## src/rtl/serial_rbs_sub.sv

```systemverilog
// Bit-serial ripple-borrow subtractor: diff = (a - b - bin) mod 2^N, borrow-out, zero flag.
// Latency: operands accepted at edge k, result valid after edge k+N (N RUN cycles).
// Backpressure: result held in DONE until out_ready; in_ready only in IDLE (one op per N+2 cycles min).
//
// Ports:
//   clk, rst_n            clock, asynchronous active-low reset
//   in_valid/in_ready     operand handshake carrying a, b (N bits) and bin
//   out_valid/out_ready   result handshake carrying diff (N bits), bout, zero
module serial_rbs_sub #(
  parameter int N = 4
) (
  input  logic         clk,
  input  logic         rst_n,
  input  logic         in_valid,
  output logic         in_ready,
  input  logic [N-1:0] a,
  input  logic [N-1:0] b,
  input  logic         bin,
  output logic         out_valid,
  input  logic         out_ready,
  output logic [N-1:0] diff,
  output logic         bout,
  output logic         zero
);

  localparam int CW = $clog2(N + 1);
  localparam logic [CW-1:0] LAST = CW'(N - 1);

  typedef enum logic [1:0] {IDLE, RUN, DONE} state_t;

  state_t        state_q, state_d;
  logic [N-1:0]  a_q, a_d;
  logic [N-1:0]  b_q, b_d;
  logic [N-1:0]  res_q, res_d;
  logic [N-1:0]  diff_q, diff_d;
  logic          br_q, br_d;
  logic          bout_q, bout_d;
  logic          zero_q, zero_d;
  logic [CW-1:0] cnt_q, cnt_d;

  logic          d_bit;
  logic          br_next;
  logic [N-1:0]  res_sh;

  // One full-subtractor slice on the current LSBs; the new difference bit
  // enters the result from the MSB end so after N shifts it is aligned.
  always_comb begin
    d_bit       = a_q[0] ^ b_q[0] ^ br_q;
    br_next     = (~a_q[0] & b_q[0]) | (~(a_q[0] ^ b_q[0]) & br_q);
    res_sh      = res_q >> 1;
    res_sh[N-1] = d_bit;
  end

  always_comb begin
    state_d   = state_q;
    a_d       = a_q;
    b_d       = b_q;
    res_d     = res_q;
    br_d      = br_q;
    cnt_d     = cnt_q;
    diff_d    = diff_q;
    bout_d    = bout_q;
    zero_d    = zero_q;
    in_ready  = (state_q == IDLE);
    out_valid = (state_q == DONE);

    case (state_q)
      IDLE: begin
        if (in_valid) begin
          a_d     = a;
          b_d     = b;
          br_d    = bin;
          res_d   = '0;
          cnt_d   = '0;
          state_d = RUN;
        end
      end
      RUN: begin
        a_d   = a_q >> 1;
        b_d   = b_q >> 1;
        br_d  = br_next;
        res_d = res_sh;
        cnt_d = cnt_q + CW'(1);
        // Last bit: publish the shifted-in result directly so DONE sees it
        // on the same edge.
        if (cnt_q == LAST) begin
          diff_d  = res_sh;
          bout_d  = br_next;
          zero_d  = (res_sh == '0);
          state_d = DONE;
        end
      end
      DONE: begin
        if (out_ready) begin
          state_d = IDLE;
        end
      end
      default: begin
        state_d = IDLE;
      end
    endcase
  end

  always_ff @(posedge clk or negedge rst_n) begin
    if (!rst_n) begin
      state_q <= IDLE;
      a_q     <= '0;
      b_q     <= '0;
      res_q   <= '0;
      br_q    <= 1'b0;
      cnt_q   <= '0;
      diff_q  <= '0;
      bout_q  <= 1'b0;
      zero_q  <= 1'b0;
    end else begin
      state_q <= state_d;
      a_q     <= a_d;
      b_q     <= b_d;
      res_q   <= res_d;
      br_q    <= br_d;
      cnt_q   <= cnt_d;
      diff_q  <= diff_d;
      bout_q  <= bout_d;
      zero_q  <= zero_d;
    end
  end

  assign diff = diff_q;
  assign bout = bout_q;
  assign zero = zero_q;

endmodule

```

## config.mk

```make
export PLATFORM = sky130hd
export DESIGN_NAME = serial_rbs_sub
export DESIGN_NICKNAME = d
export VERILOG_FILES = /design/src/rtl/serial_rbs_sub.sv
export SDC_FILE = /design/constraint.sdc
export NUM_CORES = 1
export LEC_CHECK = 0
export BUFFER_PORTS_ARGS = -buffer_cell sky130_fd_sc_hd__clkbuf_2
export CAP_MARGIN = 20
export CELL_PAD_IN_SITES_DETAIL_PLACEMENT = 2
export CELL_PAD_IN_SITES_GLOBAL_PLACEMENT = 2
export CORE_MARGIN = 2
export CORE_UTILIZATION = 37
export CTS_CLUSTER_DIAMETER = 200
export DETAILED_ROUTE_END_ITERATION = 16
export GPL_TIMING_DRIVEN = 0
export PLACE_DENSITY = 0.87
export SLEW_MARGIN = 30
export SYNTH_ARGS = -nofsm -noshare
export SYNTH_HDL_FRONTEND = slang
export SYNTH_SLANG_ARGS = --single-unit
```

## constraint.sdc

```tcl
create_clock -name clk -period 3.6 [get_ports clk]
set_input_delay 0.72 -clock clk [delete_from_list [all_inputs] [get_ports clk]]
set_output_delay 0.72 -clock clk [all_outputs]
set_load 0.05 [all_outputs]
```

==> impl_metrics.env <==
export IMPL_ff2ff_setup_slack_ns=1.96
export IMPL_gr_usage_met1_pct=23.55
export IMPL_drt_pre_antenna_iters=4
export IMPL_timing_hold_violations_final=0
export IMPL_insertion_delay_ns=0.32
export IMPL_timing_critical_path_max_delay_family="buffers and inverters"
export IMPL_irDropWorstVdd_mv=0.4869
export IMPL_antennaDiodeCount=0
export IMPL_max_slew_worst_pin_slew_ns=0.6579
export IMPL_grt_use_met3_pct=2.494
export IMPL_most_frequent_standard_cell_in_the_layout_excluding_fill_and_tap_cells="sky130_fd_sc_hd__dfrtp_1"
export IMPL_post_route_cells_drive_above_1_share_pct=30.97
export IMPL_timing_critical_path_from_type="register"
export IMPL_via_per_inst=5.604
export IMPL_grt_first_pass_wirelength_um=4726
export IMPL_critical_path_max_fanout=10
export IMPL_antenna_violations_before_repair=0
export IMPL_vias_in_the_first_global_route=910
export IMPL_leakage_nw=0.5963
export IMPL_io_pin_count=21
export IMPL_wirelength_um=2790
export IMPL_result_of_the_run="finished clean"
export IMPL_grt_setup_unrepaired="no"
export IMPL_ctsHtreeMaxLevel=1
export IMPL_crit_chain="buf_6, buf_6, nor2_1, clkbuf_2"
export IMPL_ctsLongestPathBuffers=2
export IMPL_core_rows=19
export IMPL_worst_r2r_path_depth=3
export IMPL_syn_num_nets=105
export IMPL_place_inst=140
export IMPL_timing_clock_skew_ns=0.005574
export IMPL_post_cts_clock_slew_at_the_launch_and_capture_registers_of_the_worst_setup_and_hold_paths_ns=0.13
export IMPL_final_tns_setup_ns=0
export IMPL_flow_area_growth_from_synthesis_pct=15.68
export IMPL_die_width_um=57.36
export IMPL_layer_with_the_highest_usage="met2"
export IMPL_layout_cells_most_common_list="sky130_fd_sc_hd__dfrtp_1 (23), sky130_fd_sc_hd__clkbuf_2 (20), sky130_fd_sc_hd__nand2_1 (9), sky130_fd_sc_hd__o21ai_0 (8), sky130_fd_sc_hd__nand2b_1 (6)"
export IMPL_drc=0
export IMPL_syn_instance_count=89
export IMPL_cpPeakStageDelay_ns=0.43
export IMPL_detail_route_iter0_violations=16
export IMPL_synthesis_area_sq_um=1054
export IMPL_report_power_total_mw=1.180
export IMPL_global_route_usage_met2_pct=34.90
export IMPL_initial_utilization_pct=38.54
export IMPL_min_period_over_period_pct=61.37
export IMPL_maxSlewHeadroom_pct=56.05
export IMPL_ys_warn_count=0
export IMPL_io_buffers=20
export IMPL_cts_setup_buffers=0
export IMPL_post_dp_hpwl_um=1968
export IMPL_cp_endpoint_kind="output pin"
export IMPL_regToRegStartpoint="a_q[0]"
export IMPL_slowest_stage="sky130_fd_sc_hd__dfrtp_1"
export IMPL_crit_path_top_cell_by_count="sky130_fd_sc_hd__buf_6"
export IMPL_track_usage_pct=19.26
export IMPL_final_antenna_net_count=0
export IMPL_routed_wire_length_per_instance_um=19.38
export IMPL_max_freq_mhz=452.6
export IMPL_finalHoldWorstSlack_ns=0.3734
export IMPL_number_of_clock_buffers_inserted_by_tritoncts=3
export IMPL_final_cells=144
export IMPL_cp_required_ns=2.88
export IMPL_root_buffer_master="sky130_fd_sc_hd__clkbuf_4"
export IMPL_power_density_nw_per_um2=968.6
export IMPL_dp_worst_setup_slack_ns=1.754
export IMPL_hold_class="in -> async"
export IMPL_postCtsHoldBufs=0
export IMPL_max_cap_viol_count=0
export IMPL_grt_start_max_net_pins=24
export IMPL_floorplan_core_area_sq_um=2734
export IMPL_grt_overflow_total=0
export IMPL_yosys_register_bits=23
export IMPL_critical_path_reg2reg_endpoint="zero"
export IMPL_timing_critical_path_arrival_ns=1.49
export IMPL_worst_path_bufs_invs=3
export IMPL_timing_final_max_slew_violations=0
export IMPL_nets_final=130
export IMPL_final_period_minus_worst_setup_slack_ns=2.209
export IMPL_report_final_setup_viol=0
export IMPL_die_area_sq_um=3290
export IMPL_post_cts_resize_count=0
export IMPL_setup_ws_ns=1.391
export IMPL_postSynthAreaPerCell_sq_um=11.84
export IMPL_detailroute_via_count=807
export IMPL_tritoncts="yes"
export IMPL_clkSinkCount=23
export IMPL_die_h_um=57.36
export IMPL_portion_of_the_post_synthesis_area_used_by_sequential_elements_pct=54.63
export IMPL_synth_lib_cells_used_distinct=25
export IMPL_globalplace_congestion=0.7572
export IMPL_timing_worst_setup_path_type="reg -> out"
==> cell usage after synthesis <==
| cell type | n | area, sq um |
|---|---|---|
| sky130_fd_sc_hd__nor2_2 | 2 | 12.51 |
| sky130_fd_sc_hd__fa_1 | 1 | 20.02 |
| sky130_fd_sc_hd__nand2b_4 | 1 | 13.76 |
| sky130_fd_sc_hd__dfrtp_1 | 23 | 575.6 |
| sky130_fd_sc_hd__nand2_1 | 9 | 33.78 |
| sky130_fd_sc_hd__nand3b_2 | 1 | 11.26 |
| sky130_fd_sc_hd__a221o_1 | 4 | 40.04 |
| sky130_fd_sc_hd__o22a_1 | 4 | 35.03 |
| sky130_fd_sc_hd__nand2b_1 | 6 | 37.54 |
| sky130_fd_sc_hd__mux2_2 | 4 | 45.04 |
| sky130_fd_sc_hd__buf_6 | 3 | 33.78 |
| sky130_fd_sc_hd__nor2b_1 | 2 | 12.51 |
| sky130_fd_sc_hd__ha_1 | 2 | 25.02 |
| sky130_fd_sc_hd__a21oi_1 | 1 | 5.000 |
| sky130_fd_sc_hd__o21bai_1 | 1 | 7.510 |
| sky130_fd_sc_hd__o21ai_1 | 2 | 10.01 |
| sky130_fd_sc_hd__inv_2 | 1 | 3.750 |
| sky130_fd_sc_hd__a32o_1 | 1 | 10.01 |
| sky130_fd_sc_hd__a22o_1 | 4 | 35.03 |
| sky130_fd_sc_hd__inv_1 | 4 | 15.01 |
| sky130_fd_sc_hd__o22ai_1 | 1 | 6.260 |
| sky130_fd_sc_hd__nor2_1 | 2 | 7.510 |
| sky130_fd_sc_hd__or4_1 | 1 | 7.510 |
| sky130_fd_sc_hd__o21ai_0 | 8 | 40.04 |
| sky130_fd_sc_hd__a222oi_1 | 1 | 10.01 |
==> final cells by class <==
type | count | area (sq um)
fillers | 292 | 1515
flip-flops and latches | 23 | 575.6
multi-input cells | 58 | 425.4
repair buffers | 20 | 100.1
well taps | 31 | 38.79
plain buffers | 3 | 33.78
clock buffers | 4 | 26.28
inverters | 5 | 18.77
==> worst register-to-register path, cell delays in order, from the launching register on <==
cell	delay [ns]
sky130_fd_sc_hd__dfrtp_1	0.47
sky130_fd_sc_hd__fa_1	0.55
sky130_fd_sc_hd__or4_1	0.43
sky130_fd_sc_hd__o21ai_1	0.13
==> logic make-up (layout without fill, tap and decap cells) <==
family	Yosys count	after routing	share of synthesized area [%]
mux	4	4	4.275
flops	23	23	54.63
fa+ha+maj	3	3	4.275
compound gates	27	27	18.88
simple gates	24	24	12.95
buf+inv	8	32	4.987
==> through the flow <==
step / utilization (%) / cell area [sq um]
detailed placement: 43.62 / 1192
CTS: 44.58 / 1219
floorplan: - / 1054
finish: 44.58 / 1219
global placement: 43.62 / 1192
global route: 44.58 / 1219
==> power breakdown <==
| group | internal (mW) | switching, mW |
|---|---|---|
| Sequential | 0.369 | 0.0755 |
| Combinational | 0.234 | 0.376 |
| Clock | 0.0433 | 0.0820 |
==> metal layers <==
metal | wire [um] | share of wire [%]
met2 | 1532 | 55
met1 | 1149 | 41
met3 | 91 | 3.3
met4 | 17 | 0.61
met5 | 0 | 0
==> how the worst max path moves through the flow <==
stage | from | end | slack (ns) | cells past startpoint
floorplan | state_q[1] | in_ready | 1.59 | 3
global placement | state_q[1] | in_ready | 1.79 | 4
detailed placement | state_q[1] | in_ready | 1.75 | 4
CTS | state_q[1] | in_ready | 1.39 | 4
global route | state_q[1] | in_ready | 1.30 | 4
finish | state_q[1] | in_ready | 1.39 | 4
==> sequential cells by signal, summed over array words and instances, names as in the netlist <==
| name | count |
|---|---|
| zero | 1 |
| br_q | 1 |
| bout | 1 |
| diff | 4 |
| state_q | 2 |
| cnt_q | 3 |
| res_q | 3 |
| b_q | 4 |
| a_q | 4 |
Note: power is estimated with default switching activity, not from simulation.
